## src/rtl/vga_pixel_scanner.sv

```systemverilog
// vga_pixel_scanner: 640x480@60 VGA timing, 8x8 store scan, palette output, optional CURSOR_OVERLAY_EN
module vga_pixel_scanner #(
  parameter logic [9:0] H_ACTIVE = 10'd640,
  parameter logic [9:0] H_FP     = 10'd16,
  parameter logic [9:0] H_SYNC   = 10'd96,
  parameter logic [9:0] H_BP     = 10'd48,
  parameter logic [9:0] V_ACTIVE = 10'd480,
  parameter logic [9:0] V_FP     = 10'd10,
  parameter logic [9:0] V_SYNC   = 10'd2,
  parameter logic [9:0] V_BP     = 10'd33,
  parameter logic [6:0] CELL_W   = 7'd80,
  parameter logic [5:0] CELL_H   = 6'd60,
  parameter logic [3:0] GRID_N   = 4'd8
) (
  input  logic       clk,
  input  logic       reset,
  input  logic [2:0] colorCode,
`ifdef CURSOR_OVERLAY_EN
  input  logic [7:0] curX,
  input  logic [7:0] curY,
`endif
  output logic [7:0] rx,
  output logic [7:0] ry,
  output logic       hsync,
  output logic       vsync,
  output logic       r,
  output logic       g,
  output logic       b,
  output logic       vblank,
  output logic       frameStart
);
  localparam logic [9:0] H_LAST = H_ACTIVE + H_FP + H_SYNC + H_BP - 10'd1;
  localparam logic [9:0] V_LAST = V_ACTIVE + V_FP + V_SYNC + V_BP - 10'd1;
  localparam logic [9:0] HS_LO  = H_ACTIVE + H_FP;
  localparam logic [9:0] HS_HI  = H_ACTIVE + H_FP + H_SYNC;
  localparam logic [9:0] VS_LO  = V_ACTIVE + V_FP;
  localparam logic [9:0] VS_HI  = V_ACTIVE + V_FP + V_SYNC;
  localparam logic [6:0] HSUB_LAST = CELL_W - 7'd1;
  localparam logic [5:0] VSUB_LAST = CELL_H - 6'd1;
  localparam logic [3:0] SD_RST = 4'b1100;
  localparam logic [2:0] PAL [8] = '{3'b000, 3'b100, 3'b010, 3'b001, 3'b110, 3'b011, 3'b101, 3'b111};
  logic [9:0] hcnt, vcnt;
  logic [6:0] hsub;
  logic [5:0] vsub;
  logic [3:0] cx, cy;
  logic [3:0] sd1, sd2;
  logic       act1, act2, bd1, bd2;
  logic       hend, vend, active, hwrap, vwrap, bd0;
  logic [3:0] sd0;
  always_comb begin
    hend   = hcnt == H_LAST;
    vend   = vcnt == V_LAST;
    hwrap  = hsub == HSUB_LAST;
    vwrap  = vsub == VSUB_LAST;
    active = (hcnt < H_ACTIVE) && (vcnt < V_ACTIVE);
    sd0    = {!(hcnt >= HS_LO && hcnt < HS_HI), !(vcnt >= VS_LO && vcnt < VS_HI),
              vcnt >= V_ACTIVE, hcnt == 10'd0 && vcnt == 10'd0};
`ifdef CURSOR_OVERLAY_EN
    bd0    = ({4'd0, cx} == curX) && ({4'd0, cy} == curY) && (curX < {4'd0, GRID_N}) &&
             (hsub == 7'd0 || hwrap || vsub == 6'd0 || vwrap);
`else
    bd0    = 1'b0;
`endif
  end
  always_ff @(posedge clk or posedge reset)
    if (reset) begin
      hcnt <= '0;
      vcnt <= '0;
      hsub <= '0;
      vsub <= '0;
      cx   <= '0;
      cy   <= '0;
    end else begin
      hcnt <= hend ? '0 : hcnt + 10'd1;
      hsub <= (hend || hwrap) ? '0 : hsub + 7'd1;
      cx   <= hend ? '0 : cx + {3'd0, hwrap};
      if (hend) begin
        vcnt <= vend ? '0 : vcnt + 10'd1;
        vsub <= (vend || vwrap) ? '0 : vsub + 6'd1;
        cy   <= vend ? '0 : cy + {3'd0, vwrap};
      end
    end
  always_ff @(posedge clk or posedge reset)
    if (reset) begin
      rx  <= '0;
      ry  <= '0;
      sd1 <= SD_RST;
      sd2 <= SD_RST;
      {hsync, vsync, vblank, frameStart} <= SD_RST;
      act1 <= 1'b0;
      act2 <= 1'b0;
      bd1  <= 1'b0;
      bd2  <= 1'b0;
      {r, g, b} <= '0;
    end else begin
      rx  <= (active && cx < GRID_N) ? {4'd0, cx} : '0;
      ry  <= (vcnt < V_ACTIVE) ? {4'd0, cy} : '0;
      sd1 <= sd0;
      sd2 <= sd1;
      {hsync, vsync, vblank, frameStart} <= sd2;
      act1 <= active;
      act2 <= act1;
      bd1  <= bd0;
      bd2  <= bd1;
      {r, g, b} <= (PAL[colorCode] ^ {3{bd2}}) & {3{act2}};
    end
endmodule
```

## config.mk

```make
export PLATFORM = sky130hd
export DESIGN_NAME = vga_pixel_scanner
export DESIGN_NICKNAME = d
export VERILOG_FILES = /design/src/rtl/vga_pixel_scanner.sv
export SDC_FILE = /design/constraint.sdc
export NUM_CORES = 1
export LEC_CHECK = 0
export ABC_AREA = 1
export BUFFER_PORTS_ARGS = -buffer_cell sky130_fd_sc_hd__buf_2
export CAP_MARGIN = 20
export CORE_ASPECT_RATIO = 1.75
export CORE_UTILIZATION = 55
export DETAILED_ROUTE_END_ITERATION = 6
export PLACE_DENSITY_LB_ADDON = 0.25
export SLEW_MARGIN = 40
export SYNTH_ARGS = -nofsm -noshare
export SYNTH_HDL_FRONTEND = slang
export SYNTH_SLANG_ARGS = --single-unit
export TNS_END_PERCENT = 50
```

## constraint.sdc

```tcl
create_clock -name clk -period 4.1 [get_ports clk]
set_input_delay 0.615 -clock clk [delete_from_list [all_inputs] [get_ports clk]]
set_output_delay 0.615 -clock clk [all_outputs]
set_load 0.02 [all_outputs]
```

=== Word level (Yosys, flattened, before mapping) ===
Memory sizes are Yosys's and may differ from the RTL's.
Index checks and enable logic that the tools add are counted.

* Register bits: 66
* Bits in latches: 0
* RAM bits: 0
* ROM bits: 24
* Input bits: 5
* Memories: 1

* $add $sub $neg: 6
* $mul: 0
* Div/mod/pow operators: 0
* Order comparisons: 9
* Eq/ne operators: 4
* Shift-type cells: 0
* Multiplexer cells: 10
* Bitwise logic cells: 2
* Reduce and logical (&&, ||, !) cells: 11

{| class="wikitable"
|+ Memory list
! memory !! depth !! bits a word !! read ports !! clocked after Yosys merged registers in !! write ports !! RTL line !! source
|-
| (no name shown) || 8 || 3 || 1 || 0 || 0 || 105 || <nowiki>{r, g, b} <= (PAL[colorCode] ^ {3{bd2}}) & {3{act2}};</nowiki>
|}

{| class="wikitable"
|+ Operators by type and width
! kind !! count
|-
| 10-bit by 1-bit adder with 10-bit output (second input constant) || 2
|-
| 10-bit == test (second input constant) || 2
|-
| 10-bit by 9-bit greater-or-equal comparator with 1-bit output (second input constant) || 2
|-
| 10-bit logical NOT || 2
|-
| 10-bit < comparator (second input constant) || 2
|-
| 10-bit by 9-bit < comparator with 1-bit output (second input constant) || 2
|-
| 10-bit 2-to-1 mux || 2
|-
| 4-bit 2-to-1 mux || 4
|-
| 10-bit greater-or-equal comparator (second input constant) || 1
|-
| 4-bit by 1-bit adder with 4-bit output || 2
|-
| 7-bit by 1-bit adder with 7-bit output (second input constant) || 1
|-
| 7-bit == test (second input constant) || 1
|-
| 7-bit 2-to-1 mux || 1
|-
| 6-bit by 1-bit adder with 6-bit output (second input constant) || 1
|-
| 6-bit == test (second input constant) || 1
|-
| 3-bit 2-to-1 mux || 2
|-
| 6-bit 2-to-1 mux || 1
|-
| 1-bit logical AND || 5
|-
| 4-bit greater-or-equal comparator (second input constant) || 1
|-
| 4-bit < comparator (second input constant) || 1
|-
| 3-bit NOT with 4-bit output || 1
|-
| 3-bit bitwise AND || 1
|-
| 1-bit logical NOT || 2
|-
| 1-bit logical OR || 2
|}

=== Depth between registers and ports, before layout ===
Gate-level depths: netlist of the first run.

* Word-level depth: 5
* Mapped depth: 9
* Mapped depth without buffers: 9

=== Worst setup path before layout of the first run ===
OpenSTA, ideal clock, no wires.

* Path type: register -> register
* Start: register vsub[0]
* End: register cy[2]
* Arrival time: 1.389 ns
* Required time: 3.974 ns
* Setup slack: 2.584 ns
* Stages on the path, launching flop included: 9
* Clock period less this slack: 1.516 ns
* Cell sequence: dfrtp_1 ha_1 nand3_1 nor2_1 ha_1 ha_1 xor2_1 nand3_1 o21ai_0

* Cells in the longest elaborated chain, start to end: 3

{| class="wikitable"
|+ RTL lines
! item !! RTL line !! source
|-
| start, declared || 44 || <nowiki>logic [5:0] vsub;</nowiki>
|-
| start signal, assigned || 79 || <nowiki>vsub <= (vend || vwrap) ? '0 : vsub + 6'd1;</nowiki>
|-
| 6-bit == test || 54 || <nowiki>vwrap = vsub == VSUB_LAST;</nowiki>
|-
| 4-bit by 1-bit adder with 4-bit output || 80 || <nowiki>cy <= vend ? '0 : cy + {3'd0, vwrap};</nowiki>
|-
| 4-bit 2-to-1 mux || 80 ||
|-
| end signal, assigned || 80 ||
|-
| end, declared || 45 || <nowiki>logic [3:0] cx, cy;</nowiki>
|}

Every way passes these cells.
A chain may end at the register's enable or synchronous reset.

=== Final worst setup path of the first run ===
* Start: register hcnt[0]
* End: register vcnt[6]

* Cells in the longest elaborated chain, start to end: 1

{| class="wikitable"
|+ RTL lines
! item !! RTL line !! source
|-
| start, declared || 42 || <nowiki>logic [9:0] hcnt, vcnt;</nowiki>
|-
| start signal, assigned || 74 || <nowiki>hcnt <= hend ? '0 : hcnt + 10'd1;</nowiki>
|-
| 10-bit == test || 51 || <nowiki>hend = hcnt == H_LAST;</nowiki>
|-
| end signal, assigned || 78 || <nowiki>vcnt <= vend ? '0 : vcnt + 10'd1;</nowiki>
|-
| end, declared || 42 ||
|}

Every way passes these cells.

==> results of run 1 <==
## path summary, 6_finish.rpt
kind / cells past startpoint / start / endpoint / slack (ns)
hold reg to reg: 0 / sd1[1] / sd2[1] / 0.35
max in group asynchronous: 3 / reset / sd1[2] / 3.04
setup / recovery: 6 / hcnt[0] / vcnt[6] / 2.20
hold / removal: 2 / reset / rx[3] / 0.31
min in group clk: 0 / sd1[1] / sd2[1] / 0.35
setup reg to reg: 6 / hcnt[0] / vcnt[6] / 2.20
## power groups by stage
| stage | Sequential [mW] | Clock (mW) | Combinational, mW |
|---|---|---|---|
| 2_1_floorplan | 0.671 | 0 | 0.0259 |
| 3_3_place_gp | 0.667 | 0 | 0.0340 |
| 3_5_place_dp | 0.667 | 0 | 0.0350 |
| 4_1_cts | 0.654 | 0.680 | 0.0353 |
| 5_1_grt | 0.654 | 0.707 | 0.0388 |
| 6_report | 0.654 | 0.668 | 0.0340 |
## registers in the layout, summed over array words and instances, names as in the netlist, 4 cells and up
register,cells
rx,4
vsub,6
hsub,7
cy,4
ry,4
cx,4
sd2,4
vcnt,10
hcnt,10
sd1,4
## area by class of cell
class | count | area [µm²]
clock buffers | 9 | 124
clock inverters | 7 | 125
fillers | 436 | 1870
inverters | 56 | 213
multi-input cells | 220 | 1100
flip-flops and latches | 66 | 1660
well taps | 74 | 92.6
repair buffers | 21 | 110
## critical path, delay by kind of cell, from the launching register on
| kind | cells | cell delay [ns] |
|---|---|---|
| flops | 1 | 0.38 |
| fa+ha+maj | 1 | 0.22 |
| buf+inv | 1 | 0.31 |
| xor+xnor | 1 | 0.15 |
| simple gates | 3 | 0.73 |
## cells by family after synthesis
family	after synthesis	synth area share
buffers and inverters	68	0.0987
adders and majority gates	11	0.0454
AOI/OAI and AO/OA	29	0.0500
and+or+nand+nor	163	0.234
DFF	66	0.548
other	1	0.00124
xor gates and xnor gates	8	0.0231
## cell usage in the layout (no fill, tap or decap)
| cell | n |
|---|---|
| nand2_1 | 61 |
| dfrtp_1 | 60 |
| inv_1 | 55 |
| nor2_1 | 48 |
| nand3_1 | 26 |
| buf_2 | 19 |
| o21ai_0 | 17 |
| ha_1 | 11 |
| nand4_1 | 9 |
| a21oi_1 | 9 |
| nor3_1 | 9 |
| conb_1 | 9 |
| clkbuf_8 | 9 |
| xor2_1 | 6 |
| dfstp_2 | 6 |
| nor3b_1 | 3 |
| bufinv_16 | 3 |
| clkinv_4 | 3 |
| nor2_2 | 2 |
| nand2_2 | 2 |
| xnor2_1 | 2 |
| buf_4 | 2 |
| o21bai_1 | 1 |
| o21ai_1 | 1 |
| o2111ai_1 | 1 |
| nor4_1 | 1 |
| and3_1 | 1 |
| inv_4 | 1 |
| nand3b_1 | 1 |
| inv_6 | 1 |
## through the flow
step	utilization	worst slack (ns)	std cells	hold WS, ns	cell area (µm²)
floorplan	-	1.84	354	0.331	3060
global placement	0.599	2.29	437	0.333	3170
detailed placement	0.599	2.22	437	0.338	3180
CTS	0.646	2.21	453	0.331	3420
global route	0.646	2.04	453	0.358	3420
finish	0.646	2.20	453	0.315	3420
## layer usage
layer	global-route usage	wire, µm
met1	0.210	2050
met2	0.399	3080
met3	0.0606	160
met4	0.141	187
met5	0	0
==> results.txt, run 1 <==
Iteration-0 DRC Markers -> 57
Drt wl/cell -> 12.1 µm
Cts-stage hold buffer count -> 0
Mapped Avg Cell Area -> 8.75 µm²
CTS tree -> done
WP data arrival -> 2.14 ns
Pre-antenna DRT Iters -> 5
Sequential share of the synthesized area -> 0.548
Fin nets -> 390
Clk_lat worst skew -> 0.36 ns
Yosys top cell area share -> 0.496
Sw frac -> 0.212
Slowest-stage cell, CP -> nor2_2
Largest buffer count on any clock path -> 2
Largest net degree at the start of global routing -> 48
Clock Power Share -> 0.493
Number of synthesized register bits -> 66
RSZ-0062 raised after global routing -> false
Power Density -> 396 mW/mm²
Max-cap viol count -> 0
I/O Buffers -> 19
Total GRT Usage -> 0.220
Post-synth cell types -> 26
Detailed-route via count -> 2298
Worst Path Required -> 4.34 ns
Outcome -> completed
Total power draw -> 1.36 mW
CP Capture Type -> flip-flop
Post-synth ARST share -> 1.00
Mapped Cells -> 346
Die X -> 58.1 µm
Slew Limit Fails -> 0
Commonest cells in the synthesized netlist -> nand2_1 (61), dfrtp_1 (60), inv_1 (56), nor2_1 (48), nand3_1 (26)
H-Tree Level Count -> 3
Antenna cells -> 0
Logic pwr share -> 0.025
FP Rows -> 35
EDFF count, synth -> 0
Share of cells above drive strength 1 -> 0.127
Vias in the first global route -> 2278
Post-DRT Antenna Nets -> 0
Root Driver -> clkbuf_8
Top-count cell post-synth -> nand2_1
Worst slew pin tran -> 0.549 ns
Crit-path cells -> ha_1 -> nand4_1 -> nor2_2 -> buf_4 -> nand3_1 -> xor2_1
Full die area -> 0.00582 mm²
Mapped cell area -> 0.00303 mm²
Drc violations -> 0
Period utilization -> 0.462
Synth warnings -> 0
Final HPWL DP -> 4070 µm
Largest area contributor in the netlist -> dfrtp_1
VDD IR max -> 0.000248 V
CP Launch Type -> flip-flop
DR vias/cell -> 5.07
Number of CTS-inserted buffers -> 9
Critical path class -> reg -> reg
First-pass GRT wire length -> 9430 µm
Relative slew slack -> 0.634
Fmax achieved -> 528 MHz
# IOs -> 28
GP Congestion -> 0.910
Starting Density -> 0.572
Post-CTS Resized -> 0
Final setup fails -> 0
Synth area leaders -> dfrtp_1 (50%), nand2_1 (7.6%), inv_1 (6.9%), nor2_1 (5.9%), dfstp_2 (5.2%)
Clk pin slew, worst setup/hold paths -> 0.07 ns
Initial antenna violation count -> 0
Setup Buffers After CTS -> 0
Chip height -> 100 µm
Pleak -> 1.78 nW
GR Overflow Total -> 0
Setup TNS -> 0 ns
Min-Delay Path Class -> in -> async
Seq pwr share -> 0.482
Tmin final -> 1.90 ns
Clock Skews -> 0.00852 ns
NetSw -> 0.288 mW
Synth-to-Final Area Change -> 13.1%
Cell-internal power -> 1.07 mW
Clock sink count -> 66
Top FF cell, synth -> dfrtp_1
Core area -> 0.00530 mm²
Critical Path Fanout Max -> 19
Post-Route WL -> 5470 µm
Slowest stage delay, CP -> 0.45 ns
Hold Violations, Final -> 0
No activity file was read; power rests on OpenSTA's default activity.
==> run 2, diff against run 1 <==
- ABC_AREA: 1 -> 0
- clock period: 4.1 -> 1.8 ns (I/O delays scaled with it)
==> run 2 against run 1 <==
The flow now finishes with violations (DRC, setup timing). Wire length fell by 2.0%. Non-clock buffer count rose by 24. Maximum frequency barely moved. Critical path depth rose by 3. Final cell count fell by 19%. Synthesized area fell by 2.4%. Global-route usage fell by 1.3 points.
==> results.txt, run 2 <==
Outcome -> complete, but fails checks (was completed)
Failing checks -> DRC, setup timing
Worst hold endpoint -> b
Most common cell after layout, fill and taps aside -> dfrtp_1 (was nand2_1)
Crit-path cells -> ha_2 -> nand4_1 -> or2_4 -> inv_4 -> ha_4 -> ha_4 -> inv_2 -> or3_4 -> a21oi_2 (was ha_1 -> nand4_1 -> nor2_2 -> buf_4 -> nand3_1 -> xor2_1)
Clock Skews -> 0.00833 ns (was 0.00852 ns)
Top routing layer in use -> met4 (unchanged)
Core area -> 0.00521 mm² (was 0.00530 mm²)
Total GRT Usage -> 0.207 (was 0.220)
FP Rows -> 35 (unchanged)
Final HPWL DP -> 3770 µm (was 4070 µm)
R2r startpoint -> vsub[1] (was hcnt[0])
Number of CTS-inserted buffers -> 9 (unchanged)
I/O Buffers -> 19 (unchanged)
Largest net degree at the start of global routing -> 26 (was 48)
Top-count cell post-synth -> dfrtp_1 (was nand2_1)
Die X -> 57.4 µm (was 58.1 µm)
Mapped Avg Cell Area -> 11.5 µm² (was 8.75 µm²)
Met2 Routed Length -> 2930 µm (was 3080 µm)
Post-Route WL -> 5370 µm (was 5470 µm)
Starting Density -> 0.567 (was 0.572)
Clk pin slew, worst setup/hold paths -> 0.07 ns (about the same)
Worst Path Required -> 2.07 ns (was 4.34 ns)
Post-DRT Antenna Nets -> 0 (unchanged)
Mapped cell area -> 0.00296 mm² (was 0.00303 mm²)
H-Tree Level Count -> 3 (unchanged)
Clock sink count -> 66 (unchanged)
Hold path cells -> 3
Post-synth ARST share -> 1.00 (unchanged)
CTS tree -> done (unchanged)
GR Overflow Total -> 0 (unchanged)
Period utilization -> 1.05 (was 0.462)
Drc violations -> 3 (was 0)
Setup WS pre-CTS -> -0.0614 ns (was 2.22 ns)
Synth-to-Final Area Change -> 20.4% (was 13.1%)
Relative slew slack -> 0.629 (was 0.634)
CP Launch Type -> flip-flop (unchanged)
R2r worst-path depth -> 9 (was 6)
EDFF count, synth -> 0 (unchanged)
Full die area -> 0.00568 mm² (was 0.00582 mm²)
Hold Violations, Final -> 0 (unchanged)
Synth warnings -> 0 (unchanged)
Hold_sp -> colorCode[1]
CP Capture Type -> flip-flop (unchanged)
Pre-antenna DRT Iters -> 6 (was 5)
# IOs -> 28 (unchanged)
Mapped Cells -> 257 (was 346)
Largest buffer count on any clock path -> 2 (unchanged)
Synth area leaders -> dfrtp_1 (51%), dfstp_2 (5.3%), xnor2_1 (5.0%), ha_1 (4.7%), nor2_1 (2.8%) (was dfrtp_1 (50%), nand2_1 (7.6%), inv_1 (6.9%), nor2_1 (5.9%), dfstp_2 (5.2%))
DR vias/cell -> 5.47 (was 5.07)
Yosys top cell area share -> 0.508 (was 0.496)
Slowest-stage cell, CP -> dfrtp_1 (was nor2_2)
Power Density -> 829 mW/mm² (was 396 mW/mm²)
Iteration-0 DRC Markers -> 55 (was 57)
Sequential share of the synthesized area -> 0.561 (was 0.548)
Metal1 wirelength -> 2070 µm (was 2050 µm)
Critical path class -> reg -> reg (unchanged)
Biggest regs -> hcnt (10), vcnt (10), hsub (7) (unchanged)
Most frequent cells in the layout -> dfrtp_1 (60), nor2_1 (22), buf_4 (22), buf_2 (19), xnor2_1 (17) (was nand2_1 (61), dfrtp_1 (60), inv_1 (55), nor2_1 (48), nand3_1 (26))
Chip height -> 99.0 µm (was 100 µm)
Slowest stage delay, CP -> 0.38 ns (was 0.45 ns)
Final setup fails -> 1 (was 0)
FF-to-FF setup slack -> -0.1 ns (was 2.20 ns)
Initial antenna violation count -> 0 (unchanged)
Commonest cells in the synthesized netlist -> dfrtp_1 (60), nor2_1 (22), xnor2_1 (17), nand3_1 (15), and2_1 (13) (was nand2_1 (61), dfrtp_1 (60), inv_1 (56), nor2_1 (48), nand3_1 (26))
Min-Delay Path Class -> in -> reg (was in -> async)
Worst setup margin -> -0.0964 ns (was 2.20 ns)
CP most frequent cell -> ha_4
Max-cap viol count -> 0 (unchanged)
Number of synthesized register bits -> 66 (unchanged)
Fin nets -> 322 (was 390)
Worst slew pin tran -> 0.555 ns (was 0.549 ns)
Drt wl/cell -> 14.7 µm (was 12.1 µm)
Largest area contributor in the netlist -> dfrtp_1 (unchanged)
R2r endpoint -> cy[2] (was vcnt[6])
Antenna cells -> 0 (unchanged)
WL met3 -> 143 µm (was 160 µm)
Detailed-route via count -> 2002 (was 2298)
Top FF cell, synth -> dfrtp_1 (unchanged)
WP data arrival -> 2.17 ns (was 2.14 ns)
Critical Path Fanout Max -> 2 (was 19)
Total power draw -> 2.95 mW (was 1.36 mW)
Tmin final -> 1.90 ns (about the same)
Pleak -> 1.66 nW (was 1.78 nW)
Clk_lat worst skew -> 0.34 ns (was 0.36 ns)
VDD IR max -> 0.000738 V (was 0.000248 V)
Share of cells above drive strength 1 -> 0.267 (was 0.127)
Fmax achieved -> 527 MHz (was 528 MHz)
GP Congestion -> 0.876 (was 0.910)
Root Driver -> clkbuf_8 (unchanged)
First-pass GRT wire length -> 8600 µm (was 9430 µm)
Vias in the first global route -> 1900 (was 2278)
RSZ-0062 raised after global routing -> true (was false)
Slew Limit Fails -> 0 (unchanged)
Post-synth cell types -> 42 (was 26)
run 2: cell count changes in the layout (fill, tap and decap cells not counted), moves of 8 or more:
cell / previous run / this run
inv_1: 55 / 7
and2_1: 0 / 13
nor2_1: 48 / 22
nor3_1: 9 / 1
o21ai_0: 17 / 9
nor4_1: 1 / 9
nand3_1: 26 / 15
buf_4: 2 / 22
nand2_1: 61 / 6
xnor2_1: 2 / 17
run 2: cells by family after synthesis:
kind of cell | synth area share
AOI/OAI and AO/OA | 0.0470
xor gates and xnor gates | 0.0741
adders and majority gates | 0.0466
buffers and inverters | 0.0461
DFF | 0.561
other | 0.00127
and+or+nand+nor | 0.224
run 2: final cells by class:
cell class,instances,area (µm²)
Clock buffer,14,163
Clock inverter,2,60.1
Fill cell,374,1650
Inverter,10,43.8
Multi-Input combinational cell,174,1230
Sequential cell,66,1660
Tap cell,55,68.8
Timing Repair Buffer,45,330
run 2: timing repair:
item	in CTS	in global routing
hold buffers	1	0
hold endpoints to repair	21	0
buffers inserted	1	3
pin swaps	1	5
setup endpoints to repair	1	5
resized for setup	4	8
run 2: worst max-delay path by stage:
stage / from / cells past startpoint / slack [ns] / to
after detailed placement: vsub[0] / 9 / -0.06 / cy[2]
after floorplan: vsub[0] / 9 / -0.05 / cy[2]
final: vsub[1] / 9 / -0.1 / cy[2]
after global routing: vsub[1] / 9 / -0.18 / cy[2]
after global placement: vsub[0] / 9 / 0.01 / cy[2]
after CTS: vsub[0] / 9 / 0.008 / cy[2]
run 2: through the flow:
stage	utilization	TNS, ns	hold slack [ns]	std cells	instance area [µm²]
4_1_cts	0.671	0	0.188	363	3500
2_1_floorplan	-	-0.0549	0.331	265	2990
5_1_grt	0.683	-0.230	0.230	366	3560
3_3_place_gp	0.624	0	0.332	345	3250
3_5_place_dp	0.624	-0.0614	0.338	345	3250
6_report	0.683	-0.0964	0.202	366	3560
run 2: power by group:
| part | switching [mW] | internal [mW] |
|---|---|---|
| sequential | 0.00135 | 1.49 |
| combinational | 0.0642 | 0.0259 |
| clock | 0.509 | 0.858 |
run 2: metal layers:
metal	global-route usage	vias to the layer above
met3	0.0564	19
met5	0	-
met4	0.135	0
li1	-	971
met1	0.219	982
met2	0.350	30
run 2: critical path, delay by kind of cell, from the launching register on:
kind,cells,cell delay (ns)
buffers and inverters,2,0.10
adder cells (fa/ha/maj),3,0.46
AO/OA/AOI/OAI,1,0.13
flip-flops,1,0.38
AND/OR/NAND/NOR,3,0.75
